--- config.mk ---
export PLATFORM = sky130hd
export DESIGN_NAME = pcie_rx_tlp_parser
export DESIGN_NICKNAME = d
export VERILOG_FILES = /design/src/rtl/pcie_rx_tlp_parser.sv
export SDC_FILE = /design/constraint.sdc
export NUM_CORES = 1
export LEC_CHECK = 0
export ABC_CLOCK_PERIOD_IN_PS = 6200
export CORE_UTILIZATION = 49
export CTS_CLUSTER_DIAMETER = 150
export DETAILED_ROUTE_END_ITERATION = 7
export HOLD_SLACK_MARGIN = 0.15
export PLACE_DENSITY = 0.86
export SYNTH_ARGS = -nofsm -noshare
export SYNTH_HDL_FRONTEND = slang
export SYNTH_SLANG_ARGS = --single-unit
export TNS_END_PERCENT = 5
--- constraint.sdc ---
create_clock -name clk -period 6.2 [get_ports clk]
set_input_delay 1.24 -clock clk [delete_from_list [all_inputs] [get_ports clk]]
set_output_delay 1.24 -clock clk [all_outputs]
set_load 0.01 [all_outputs]
--- src/rtl/pcie_rx_tlp_parser.sv ---
// -----------------------------------------------------------------------------
// pcie_rx_tlp_parser
//
// Sits behind the endpoint's 32-bit AXI-Stream RX port and splits every TLP
// into a registered header descriptor and a zero-latency payload stream.
// Poisoned, unsupported and oversize TLPs are drained and counted; framing
// violations (tlast in the wrong place) raise a one-cycle error pulse.
//
// Ports
//   clk, rst_n            user clock, synchronous active-low reset
//   m_axis_rx_*           incoming TLP stream (tkeep ignored, tuser[8:2]=BAR)
//   o_hdr_valid/i_hdr_ready   header descriptor handshake
//   o_hdr_*, o_cpl_*      descriptor fields, stable while o_hdr_valid is high
//   o_data*, i_data_ready payload pass-through, o_data_last on final DW
//   o_err_malformed       one-cycle pulse on framing/length error
//   o_drop_count          saturating count of dropped TLPs
// -----------------------------------------------------------------------------
module pcie_rx_tlp_parser #(
    parameter int MAX_PAYLOAD_DW = 128
) (
    input  logic        clk,
    input  logic        rst_n,
    input  logic [31:0] m_axis_rx_tdata,
    input  logic [3:0]  m_axis_rx_tkeep,
    input  logic        m_axis_rx_tlast,
    input  logic        m_axis_rx_tvalid,
    output logic        m_axis_rx_tready,
    input  logic [21:0] m_axis_rx_tuser,
    output logic        o_hdr_valid,
    input  logic        i_hdr_ready,
    output logic [1:0]  o_hdr_kind,
    output logic [10:0] o_hdr_length,
    output logic [15:0] o_hdr_req_id,
    output logic [7:0]  o_hdr_tag,
    output logic [3:0]  o_hdr_first_be,
    output logic [3:0]  o_hdr_last_be,
    output logic [63:0] o_hdr_addr,
    output logic [6:0]  o_hdr_bar_hit,
    output logic [2:0]  o_cpl_status,
    output logic [11:0] o_cpl_byte_count,
    output logic [6:0]  o_cpl_lower_addr,
    output logic [31:0] o_data,
    output logic        o_data_valid,
    input  logic        i_data_ready,
    output logic        o_data_last,
    output logic        o_err_malformed,
    output logic [15:0] o_drop_count
);

    localparam logic [1:0] KIND_MRD  = 2'd0;
    localparam logic [1:0] KIND_MWR  = 2'd1;
    localparam logic [1:0] KIND_CPL  = 2'd2;
    localparam logic [1:0] KIND_CPLD = 2'd3;

    typedef enum logic [2:0] {
        S_H0,
        S_H1,
        S_H2,
        S_H3,
        S_HDR_OUT,
        S_DATA,
        S_DRAIN
    } state_t;

    state_t      state;
    state_t      state_next;

    // Held low through reset so every output, tready included, reads 0 until
    // the first cycle after rst_n is released.
    logic        active;
    logic [1:0]  fmt;
    logic        ep;
    logic        supported;
    logic [10:0] count;

    logic        accept;
    logic        hdr_last;
    logic        oversize;
    logic        drop;
    logic        err_next;
    logic        drop_inc;

    logic [1:0]  dw0_kind;
    logic        dw0_supported;

    logic        unused_inputs;
    assign unused_inputs = ^{m_axis_rx_tkeep, m_axis_rx_tuser[21:9], m_axis_rx_tuser[1:0]};

    // -------------------------------------------------------------------------
    // DW0 {fmt,type} decode
    // -------------------------------------------------------------------------
    // NOTE: every signal written in an always_comb gets a default first, so no
    // path leaves it unassigned and no latch is inferred.
    always_comb begin
        dw0_kind      = KIND_MRD;
        dw0_supported = 1'b1;
        case (m_axis_rx_tdata[30:24])
            7'h00, 7'h20: dw0_kind = KIND_MRD;
            7'h40, 7'h60: dw0_kind = KIND_MWR;
            7'h0A:        dw0_kind = KIND_CPL;
            7'h4A:        dw0_kind = KIND_CPLD;
            default:      dw0_supported = 1'b0;
        endcase
    end

    assign accept   = m_axis_rx_tvalid && m_axis_rx_tready;
    // 3DW headers end at H2, 4DW headers at H3.
    assign hdr_last = (state == S_H3) || ((state == S_H2) && !fmt[0]);
    assign oversize = fmt[1] && (o_hdr_length > 11'(MAX_PAYLOAD_DW));
    assign drop     = !supported || ep || oversize;

    // -------------------------------------------------------------------------
    // Next-state and stream-side outputs
    // -------------------------------------------------------------------------
    always_comb begin
        state_next       = state;
        m_axis_rx_tready = 1'b0;
        o_hdr_valid      = 1'b0;
        o_data           = '0;
        o_data_valid     = 1'b0;
        o_data_last      = 1'b0;
        err_next         = 1'b0;
        drop_inc         = 1'b0;

        if (active) begin
            case (state)
                S_H0, S_H1, S_H2, S_H3: begin
                    m_axis_rx_tready = 1'b1;
                    if (m_axis_rx_tvalid) begin
                        if (hdr_last) begin
                            if (drop) begin
                                drop_inc   = 1'b1;
                                err_next   = oversize;
                                state_next = m_axis_rx_tlast ? S_H0 : S_DRAIN;
                            end else if (m_axis_rx_tlast == fmt[1]) begin
                                // tlast must be high on the last header DW
                                // exactly when there is no payload.
                                err_next   = 1'b1;
                                state_next = m_axis_rx_tlast ? S_H0 : S_DRAIN;
                            end else begin
                                state_next = S_HDR_OUT;
                            end
                        end else if (m_axis_rx_tlast) begin
                            err_next   = 1'b1;
                            state_next = S_H0;
                        end else begin
                            case (state)
                                S_H0:    state_next = S_H1;
                                S_H1:    state_next = S_H2;
                                default: state_next = S_H3;
                            endcase
                        end
                    end
                end

                S_HDR_OUT: begin
                    o_hdr_valid = 1'b1;
                    if (i_hdr_ready) begin
                        state_next = fmt[1] ? S_DATA : S_H0;
                    end
                end

                S_DATA: begin
                    m_axis_rx_tready = i_data_ready;
                    o_data           = m_axis_rx_tdata;
                    o_data_valid     = m_axis_rx_tvalid;
                    o_data_last      = (count == 11'd1) || m_axis_rx_tlast;
                    if (accept) begin
                        if (m_axis_rx_tlast) begin
                            err_next   = (count != 11'd1);
                            state_next = S_H0;
                        end else if (count == 11'd1) begin
                            err_next   = 1'b1;
                            state_next = S_DRAIN;
                        end
                    end
                end

                S_DRAIN: begin
                    m_axis_rx_tready = 1'b1;
                    if (m_axis_rx_tvalid && m_axis_rx_tlast) begin
                        state_next = S_H0;
                    end
                end

                default: state_next = S_H0;
            endcase
        end
    end

    // -------------------------------------------------------------------------
    // State, descriptor capture, counters
    // -------------------------------------------------------------------------
    // NOTE: sequential state uses non-blocking assignments only, so every
    // register samples the pre-edge value of every other register.
    always_ff @(posedge clk) begin
        if (!rst_n) begin
            state            <= S_H0;
            active           <= 1'b0;
            fmt              <= '0;
            ep               <= 1'b0;
            supported        <= 1'b0;
            count            <= '0;
            o_hdr_kind       <= '0;
            o_hdr_length     <= '0;
            o_hdr_req_id     <= '0;
            o_hdr_tag        <= '0;
            o_hdr_first_be   <= '0;
            o_hdr_last_be    <= '0;
            o_hdr_addr       <= '0;
            o_hdr_bar_hit    <= '0;
            o_cpl_status     <= '0;
            o_cpl_byte_count <= '0;
            o_cpl_lower_addr <= '0;
            o_err_malformed  <= 1'b0;
            o_drop_count     <= '0;
        end else begin
            active          <= 1'b1;
            state           <= state_next;
            o_err_malformed <= err_next;

            if (drop_inc && (o_drop_count != 16'hFFFF)) begin
                o_drop_count <= o_drop_count + 16'd1;
            end

            if (accept) begin
                case (state)
                    S_H0: begin
                        fmt              <= m_axis_rx_tdata[30:29];
                        ep               <= m_axis_rx_tdata[14];
                        supported        <= dw0_supported;
                        o_hdr_kind       <= dw0_kind;
                        // A zero length field encodes 1024 DWs.
                        o_hdr_length     <= {(m_axis_rx_tdata[9:0] == 10'd0), m_axis_rx_tdata[9:0]};
                        o_hdr_bar_hit    <= m_axis_rx_tuser[8:2];
                        o_hdr_req_id     <= '0;
                        o_hdr_tag        <= '0;
                        o_hdr_first_be   <= '0;
                        o_hdr_last_be    <= '0;
                        o_hdr_addr       <= '0;
                        o_cpl_status     <= '0;
                        o_cpl_byte_count <= '0;
                        o_cpl_lower_addr <= '0;
                    end
                    S_H1: begin
                        if (o_hdr_kind[1]) begin
                            o_cpl_status     <= m_axis_rx_tdata[15:13];
                            o_cpl_byte_count <= m_axis_rx_tdata[11:0];
                        end else begin
                            o_hdr_req_id   <= m_axis_rx_tdata[31:16];
                            o_hdr_tag      <= m_axis_rx_tdata[15:8];
                            o_hdr_last_be  <= m_axis_rx_tdata[7:4];
                            o_hdr_first_be <= m_axis_rx_tdata[3:0];
                        end
                    end
                    S_H2: begin
                        if (o_hdr_kind[1]) begin
                            o_hdr_req_id     <= m_axis_rx_tdata[31:16];
                            o_hdr_tag        <= m_axis_rx_tdata[15:8];
                            o_cpl_lower_addr <= m_axis_rx_tdata[6:0];
                        end else if (fmt[0]) begin
                            o_hdr_addr[63:32] <= m_axis_rx_tdata;
                        end else begin
                            o_hdr_addr[31:2] <= m_axis_rx_tdata[31:2];
                        end
                    end
                    S_H3: begin
                        o_hdr_addr[31:2] <= m_axis_rx_tdata[31:2];
                    end
                    S_DATA: begin
                        count <= count - 11'd1;
                    end
                    default: ;
                endcase
            end

            if ((state == S_HDR_OUT) && i_hdr_ready) begin
                count <= o_hdr_length;
            end
        end
    end

endmodule

==> results of run 1 <==
-- through the flow --
stage          worst slack, ps  std cells  total power (uW)
2_1_floorplan             3290        909              1240
3_3_place_gp              2080       1259              1320
3_5_place_dp              2080       1259              1330
4_1_cts                   1900       1291              2320
5_1_grt                   1710       1291              2380
6_report                  1920       1291              2310
-- power breakdown --
part	switching [uW]	total, uW	internal, uW
logic	113	175	62.0
registers	11.6	1130	1120
clock network	470	1000	534
-- worst max-delay path, stage by stage (launching register included) --
cell	delay (ps)
dfxtp_1	850
and4b_1	710
buf_4	350
and2_1	170
clkdlybuf4s50_1	530
-- layout make-up --
| class | instances | area, um^2 | share of cell area (%) |
|---|---|---|---|
| clock buffers | 19 | 443 | 4.36 |
| clock inverters | 13 | 108 | 1.06 |
| inverters | 9 | 36.3 | 0.357 |
| multi-input cells | 653 | 3500 | 34.5 |
| flip-flops and latches | 172 | 3440 | 33.9 |
| well taps | 184 | 230 | 2.27 |
| repair buffers | 241 | 2390 | 23.6 |
-- cells by family (layout without fill, tap and decap cells) --
family,after synthesis,after routing,synth area share [%]
flops,172,172,47.3
buf+inv,84,282,5.12
fa+ha+maj,6,6,1.03
compound gates,231,231,18.9
xor+xnor,2,2,0.240
mux,1,1,0.137
other cells,1,2,0.0515
simple gates,411,411,27.3
-- worst paths after layout --
path	from	endpoint	slack (ps)
worst max register to register	state[0]	o_drop_count[13]	3410
worst min-delay path	o_hdr_addr[31]	o_hdr_addr[31]	450
worst max-delay path	state[0]	o_data[30]	1920
worst min register to register	o_hdr_addr[31]	o_hdr_addr[31]	450
-- sequential cells by signal, summed over array words and instances, names as in the netlist --
register and flops:
fmt 2, o_hdr_kind 2, ep 1, o_hdr_first_be 4, o_cpl_lower_addr 7, o_hdr_length 11
o_hdr_tag 8, o_hdr_bar_hit 7, o_hdr_addr 62, o_cpl_byte_count 12, o_cpl_status 3, count 11
supported 1, o_hdr_last_be 4, state 3, o_drop_count 16, o_hdr_req_id 16, o_err_malformed 1
active 1
-- per-layer routing --
layer	part of all wire (%)	wire, um	track usage (%)	up-vias
li1	-	-	-	3535
met1	41	9350	37.4	3486
met2	48	10900	46.8	258
met3	7.2	1620	7.69	44
met4	3.1	698	12.7	0
met5	0	0	0	-
-- cells in the mapped netlist, drive strengths merged, types with 3 or more instances --
library cell / instances
o21ai: 40
o211ai: 4
nand4: 7
nor4: 4
nand2b: 8
and2: 38
nand3: 103
o21a: 3
ha: 6
a211o: 3
inv: 9
nor2: 42
a21oi: 125
dfxtp: 172
nor3: 11
nor2b: 5
buf: 26
o31ai: 10
a211oi: 3
nand2: 165
or3: 6
a22oi: 23
or4: 10
clkbuf: 49
==> results_dict.tcl, run 1 <==
set metrics [dict create \
    synth_ff_type "dfxtp_1" \
    die_area_mm2 0.0154 \
    setup_tns_ps 0 \
    cts_tree "built" \
    synth_edf_count 0 \
    end_kind "output pin" \
    drt-total-wl_mm 22.6 \
    final_util_pct 69.9 \
    final_common_cell "clkdlybuf4s50_1" \
    final_cell_mix "clkdlybuf4s50_1, dfxtp_1, nand2_1" \
    grt_overflow 0 \
    nFillCells 1152 \
    final.period_utilization_pct 69.1 \
    grt_start_max_net_pins 79 \
    grt_use_total_pct 29.4 \
    rsz0062_at_grt "no" \
    grt_pass1_wl_mm 34.4 \
    cts_htree_levels 4 \
    cp.arrival_ps 3040 \
    cts_sinks 172 \
    yosysWarnings 0 \
    clock-root-buffer "clkbuf_16" \
    synth.avg_cell_area_um2 8.03 \
    hold_buffers 0 \
    cts_resized 0 \
    final_cell_area_mm2 0.0102 \
    grt_pass1_vias 6410 \
    synth_area_mm2 0.00729 \
    via_count 7323 \
    worst-path-max-fanout 21 \
    synth_top_area_share_pct 47.3 \
    maxCapViolCount 0 \
    antenna_found_initial 0 \
    globalplace.congestion 0.882 \
    period_needed_ps 4280 \
    numCtsBuffers 17 \
    port_buffers 233 \
    nNetsFinal 1164 \
    relSlewSlack_pct 19.8 \
    leakage_uw 0.00334 \
    netlist_instances 908 \
    fin_skew_ps 9.88 \
    antenna_left 0 \
    post_dp_cell_area_mm2 0.00961 \
    vias_per_cell 5.67 \
    drive_above_1_share_pct 5.78 \
    core_mm2 0.0145 \
    synth.distinct_cells 65 \
    max_freq_mhz 234 \
    hold_class "register to register" \
    syn_to_final_growth_pct 39.4 \
    hold_ws_ps 448 \
    ff2ff_path_depth 5 \
    io_pins 255 \
    p_per_area_mw_per_mm2 227 \
    avgRoutedWirePerCell_um 17.5 \
    clk_pin_slew_ps 70 \
    die_x_um 124 \
    outcome "completed" \
    drtPass1Iterations 5 \
    slew_violations 0 \
    clk_latency_ps 430 \
    hold_violations 0 \
    start_util_pct 50.1 \
    drc 0 \
    ir_worst_vdd_mv 0.208 \
    worstPathRequired_ps 4960 \
    place_hpwl_mm 14.8 \
    yosys.area.top_type "dfxtp_1" \
    critPathKind "register to output pin" \
    fp.dieH_um 124 \
    yosysSeqAreaShare_pct 47.3 \
    synthTopCellsByArea "dfxtp_1, a21oi_1, nand2_1, nand3_1, and2_1" \
    worst_pin_slew_ps 1190 \
    cts_setup_buffers 0 \
    ys_ff_latch 172 \
    async_reset_ff_share_pct 0 \
    setup_viol 0 \
    fp-row-count 44 \
    start_kind "register" \
    drt_iter0_markers 599 \
    diodes 0 \
    min_path_cells 2 \
    clk_path_buf_depth 2 \
]
(Power assumes the default switching activity.)
==> run 2, diff against run 1 <==
ABC_CLOCK_PERIOD_IN_PS = 3820   (was 6200)
CORE_UTILIZATION = 41   (was 49)
PLACE_DENSITY = 0.77   (was 0.86)
clock period = 3.82 ns   (was 6.2 ns; I/O delays follow)
==> run 2 against run 1 <==
  * Combinational power grew 71%
  * Die area increased by 19%
  * Flip-flop and latch count stayed put
  * Non-clock buffer count grew 15
  * Clock skew about the same
  * Via count is 0.14% higher
  * Cell count is 4.2% higher
  * First-iteration DRC count is 12% lower
  * Largest cell class unchanged
==> results_dict.tcl, run 2 (synthesized netlist as in run 1, its figures left out) <==
set metrics [dict create \
    syn_to_final_growth_pct 42.9 \
    antenna_found_initial 0 \
    period_needed_ps 3310 \
    min_path_cells 2 \
    worstPathRequired_ps 3060 \
    worstReg2RegEnd "state[1]" \
    numCtsBuffers 17 \
    critPathKind "register to output pin" \
    cts_resized 0 \
    fp-row-count 48 \
    via_count 7333 \
    hold_buffers 0 \
    die_x_um 135 \
    nFillCells 1549 \
    drt_iter0_markers 530 \
    fp.dieH_um 135 \
    finalPower_uw 4000 \
    clk_latency_ps 420 \
    highest_layer "met4" \
    setup_tns_ps 0 \
    largest_reg_flops 62 \
    drt-total-wl_mm 23.7 \
    worstHoldEndpoint "o_hdr_addr[12]" \
    grt_pass1_vias 6459 \
    avgRoutedWirePerCell_um 17.6 \
    worst-path-max-fanout 5 \
    diodes 0 \
    ff2ff_path_depth 8 \
    grt_overflow 0 \
    cts_setup_buffers 0 \
    r2r_start "count[6]" \
    grt_pass1_wl_mm 36.2 \
    die_area_mm2 0.0183 \
    wl_met2_mm 11.3 \
    outcome "completed" \
    place_hpwl_mm 15.6 \
    end_kind "output pin" \
    drc 0 \
    globalplace.congestion 0.866 \
    ir_worst_vdd_mv 0.302 \
    hold_violations 0 \
    port_buffers 233 \
    cts_tree "built" \
    leakage_uw 0.00344 \
    worst_pin_slew_ps 1120 \
    final.period_utilization_pct 86.7 \
    slew_violations 0 \
    cp.arrival_ps 2550 \
    nNetsFinal 1179 \
    grt_start_max_net_pins 66 \
    drtPass1Iterations 5 \
    maxCapViolCount 0 \
    rrSetupSlack_ps 1190 \
    clock-root-buffer "clkbuf_16" \
    drt-met1-wl_mm 10.3 \
    cts_sinks 172 \
    p_per_area_mw_per_mm2 384 \
    min_from "o_hdr_addr[12]" \
    fin_skew_ps 10.2 \
    cts_htree_levels 4 \
    final_cell_mix "clkdlybuf4s50_1, dfxtp_1, nand2_1" \
    drive_above_1_share_pct 6.70 \
    vias_per_cell 5.45 \
    relSlewSlack_pct 25.7 \
    startpoint "count[6]" \
    final_common_cell "clkdlybuf4s50_1" \
    wl_met3_mm 1.61 \
    rsz0062_at_grt "no" \
    setup_viol 0 \
    max_freq_mhz 302 \
    start_util_pct 42.1 \
    clk_pin_slew_ps 70 \
    io_pins 255 \
    core_mm2 0.0173 \
    antenna_left 0 \
    grt_use_total_pct 25.5 \
    top_regs "o_hdr_addr (62), o_drop_count (16), o_hdr_req_id (16)" \
    clk_path_buf_depth 2 \
    start_kind "register" \
    regMostFlops "o_hdr_addr" \
    hold_class "register to register" \
]
## run 2: how the worst max path moves through the flow
stage	to	slack (ps)	cells past startpoint
after CTS	o_data_last	490	6
after global routing	o_data_last	390	6
final	o_data_last	510	6
after floorplan	state[2]	1610	8
after detailed placement	o_data_last	620	5
after global placement	o_data_last	640	5
## run 2: worst max-delay path, stage by stage, from the launching register on
cell and delay (ps):
dfxtp_1 350, or3_1 460, nor3_1 240, nand4b_1 180, ha_1 250, nor2b_1 110, clkdlybuf4s50_1 540
## run 2: layout make-up
cell class              instances  area (um^2)  share of cell area [%]
repair buffers                256         2520                    24.2
flip-flops and latches        172         3440                    33.1
clock inverters                10          191                    1.84
clock buffers                  20          437                    4.19
well taps                     225          282                    2.70
inverters                       9         36.3                   0.349
multi-input cells             653         3500                    33.7
## run 2: power breakdown
part / switching, uW / total, uW / leakage [uW] / internal (uW)
Clock: 715 / 1870 / 0.000297 / 1160
Combinational: 193 / 300 / 0.00176 / 107
Sequential: 14.7 / 1830 / 0.00139 / 1810
Total: 923 / 4000 / 0.00344 / 3080
## run 2: stage by stage
| step | setup WS, ps | cells | cell area (um^2) | util [%] | hold slack (ps) |
|---|---|---|---|---|---|
| after floorplan | 1610 | 909 | 7290 | - | 431 |
| after global placement | 644 | 1315 | 9780 | 56.6 | 437 |
| after detailed placement | 623 | 1315 | 9780 | 56.6 | 442 |
| after CTS | 489 | 1345 | 10400 | 60.2 | 452 |
| after global routing | 393 | 1345 | 10400 | 60.2 | 472 |
| final | 506 | 1345 | 10400 | 60.2 | 452 |
## run 2: routing by layer
metal / vias to the layer above / GRT usage, %
met2: 220 / 41.1
met4: 0 / 7.43
li1: 3556 / -
met3: 37 / 7.33
met5: - / 0
met1: 3520 / 33.1
==> run 3, diff against run 2 <==
CAP_MARGIN = 20   (was not set)
==> run 3 against run 2 <==
  * Sequential share of layout area barely moved
  * Count of clock-buffer cells in the layout did not move
  * First-iteration DRC count fell by 2.5%
  * Global-route usage did not move
  * Die area did not move
  * Register-to-register slack barely moved
  * Setup slack got worse by 2.1 ps
  * Utilization rose by 0.087 points
  * Critical endpoint unchanged
  * Non-clock buffer count rose by 1
  * Design area rose by 0.14%
  * Via count rose by 0.60%
==> results_dict.tcl, run 3 (synthesized netlist as in run 1, its figures left out) <==
set metrics [dict create \
    multi_input_comb_area_mm2 0.00350 \
    worstPathRequired_ps 3060 \
    avgRoutedWirePerCell_um 17.6 \
    grt_use_total_pct 25.5 \
    max_freq_mhz 302 \
    post_dp_cell_area_mm2 0.00978 \
    final_cell_area_mm2 0.0104 \
    rrSetupSlack_ps 1190 \
    fin_skew_ps 9.91 \
    nFillCells 1546 \
    critPathSlowestCell "clkdlybuf4s50_1" \
    min_path_cells 2 \
    rsz0062_at_grt "no" \
    worstReg2RegEnd "state[1]" \
    slowest_delay_ps 540 \
    cts_setup_buffers 0 \
    ir_worst_vdd_mv 0.301 \
    grt_pass1_wl_mm 36.2 \
    syn_to_final_growth_pct 43.1 \
    top_regs "o_hdr_addr (62), o_drop_count (16), o_hdr_req_id (16)" \
    ff2ff_path_depth 8 \
    regMostFlops "o_hdr_addr" \
    period_needed_ps 3320 \
    worst_pin_slew_ps 991 \
    critPathKind "register to output pin" \
    cp.arrival_ps 2550 \
    finalPower_uw 4000 \
    final-seq-area_mm2 0.00344 \
    start_kind "register" \
    hold_buffers 0 \
    cts_resized 0 \
    cts_htree_levels 4 \
    core_mm2 0.0173 \
    end_kind "output pin" \
    drt_iter0_markers 517 \
    setup_tns_ps 0 \
    port_buffers 233 \
    worst-path-max-fanout 5 \
    clk_path_buf_depth 2 \
    fp-row-count 48 \
    r2r_start "count[6]" \
    grt_pass1_vias 6459 \
    clk_pin_slew_ps 70 \
    dp_slack_ps 623 \
    path_buf_inv 1 \
    numCtsBuffers 17 \
    outcome "completed" \
    largest_reg_flops 62 \
    crit_family "simple AND/OR/NAND/NOR gates" \
    place_hpwl_mm 15.6 \
    drt-total-wl_mm 23.7 \
    leakage_uw 0.00345 \
    io_pins 255 \
    grt_start_max_net_pins 66 \
    globalplace.congestion 0.866 \
    nNetsFinal 1180 \
    setup_slack_ps 504 \
    drc 0 \
    hold_class "register to register" \
    final_common_cell "clkdlybuf4s50_1" \
    die_x_um 135 \
    hold_violations 0 \
    slew_violations 0 \
    min_from "o_hdr_addr[12]" \
    p_per_area_mw_per_mm2 383 \
    drive_above_1_share_pct 6.78 \
    relSlewSlack_pct 33.7 \
    fp.dieH_um 135 \
    drtPass1Iterations 5 \
    grt_overflow 0 \
    vias_per_cell 5.48 \
    final.period_utilization_pct 86.8 \
    antenna_found_initial 0 \
    cts_tree "built" \
    die_area_mm2 0.0183 \
    clock-root-buffer "clkbuf_16" \
    final_cell_mix "clkdlybuf4s50_1, dfxtp_1, nand2_1" \
    worstHoldEndpoint "o_hdr_addr[12]" \
    diodes 0 \
    antenna_left 0 \
    clk_latency_ps 420 \
    maxCapViolCount 0 \
    final_util_pct 60.3 \
    cts_sinks 172 \
    via_count 7377 \
    crit_chain "or3_1, nor3_1, nand4b_1, ha_1, nor2b_1, clkdlybuf4s50_1" \
    start_util_pct 42.1 \
    setup_viol 0 \
]
==> run 3: cell types whose count changed in the layout (fill, tap and decap cells not counted) <==
cell,change
buf_8,+1
==> run 3: power by group <==
group / internal (uW) / leakage (uW) / switching (uW)
clock network: 1160 / 0.000297 / 714
registers: 1810 / 0.00139 / 14.8
logic: 107 / 0.00176 / 193
==> run 3: per-layer routing <==
layer / vias up / track usage [%] / part of all wire [%]
li1: 3552 / - / -
met1: 3560 / 33.1 / 43
met2: 227 / 41.1 / 48
met3: 38 / 7.33 / 7.0
met4: 0 / 7.43 / 1.7
met5: - / 0 / 0
==> run 3: metrics by stage <==
step / instances / hold slack, ps
global route: 1346 / 472
detailed placement: 1315 / 442
floorplan: 909 / 431
finish: 1346 / 452
CTS: 1345 / 452
global placement: 1315 / 437
==> run 3: cell type report <==
class	instances	share of cell area (%)
clock inverters	10	1.84
well taps	225	2.70
clock buffers	20	4.19
inverters	9	0.348
flip-flops and latches	172	33.0
multi-input cells	653	33.6
repair buffers	257	24.3
==> run 3: worst register-to-register path, stage by stage, from the launching register on <==
cell      delay (ps)
dfxtp_1          350
or3_1            460
nor3_1           240
nand4b_1         180
ha_1             250
o211a_1          230
a211oi_2         340
a21boi_0         280
o221ai_1         150
==> run 3: worst max path at each step <==
stage | depth (start not counted) | endpoint | start
floorplan | 8 | state[2] | count[6]
global route | 6 | o_data_last | count[6]
finish | 6 | o_data_last | count[6]
global placement | 5 | o_data_last | m_axis_rx_tlast
CTS | 6 | o_data_last | count[6]
detailed placement | 5 | o_data_last | m_axis_rx_tlast
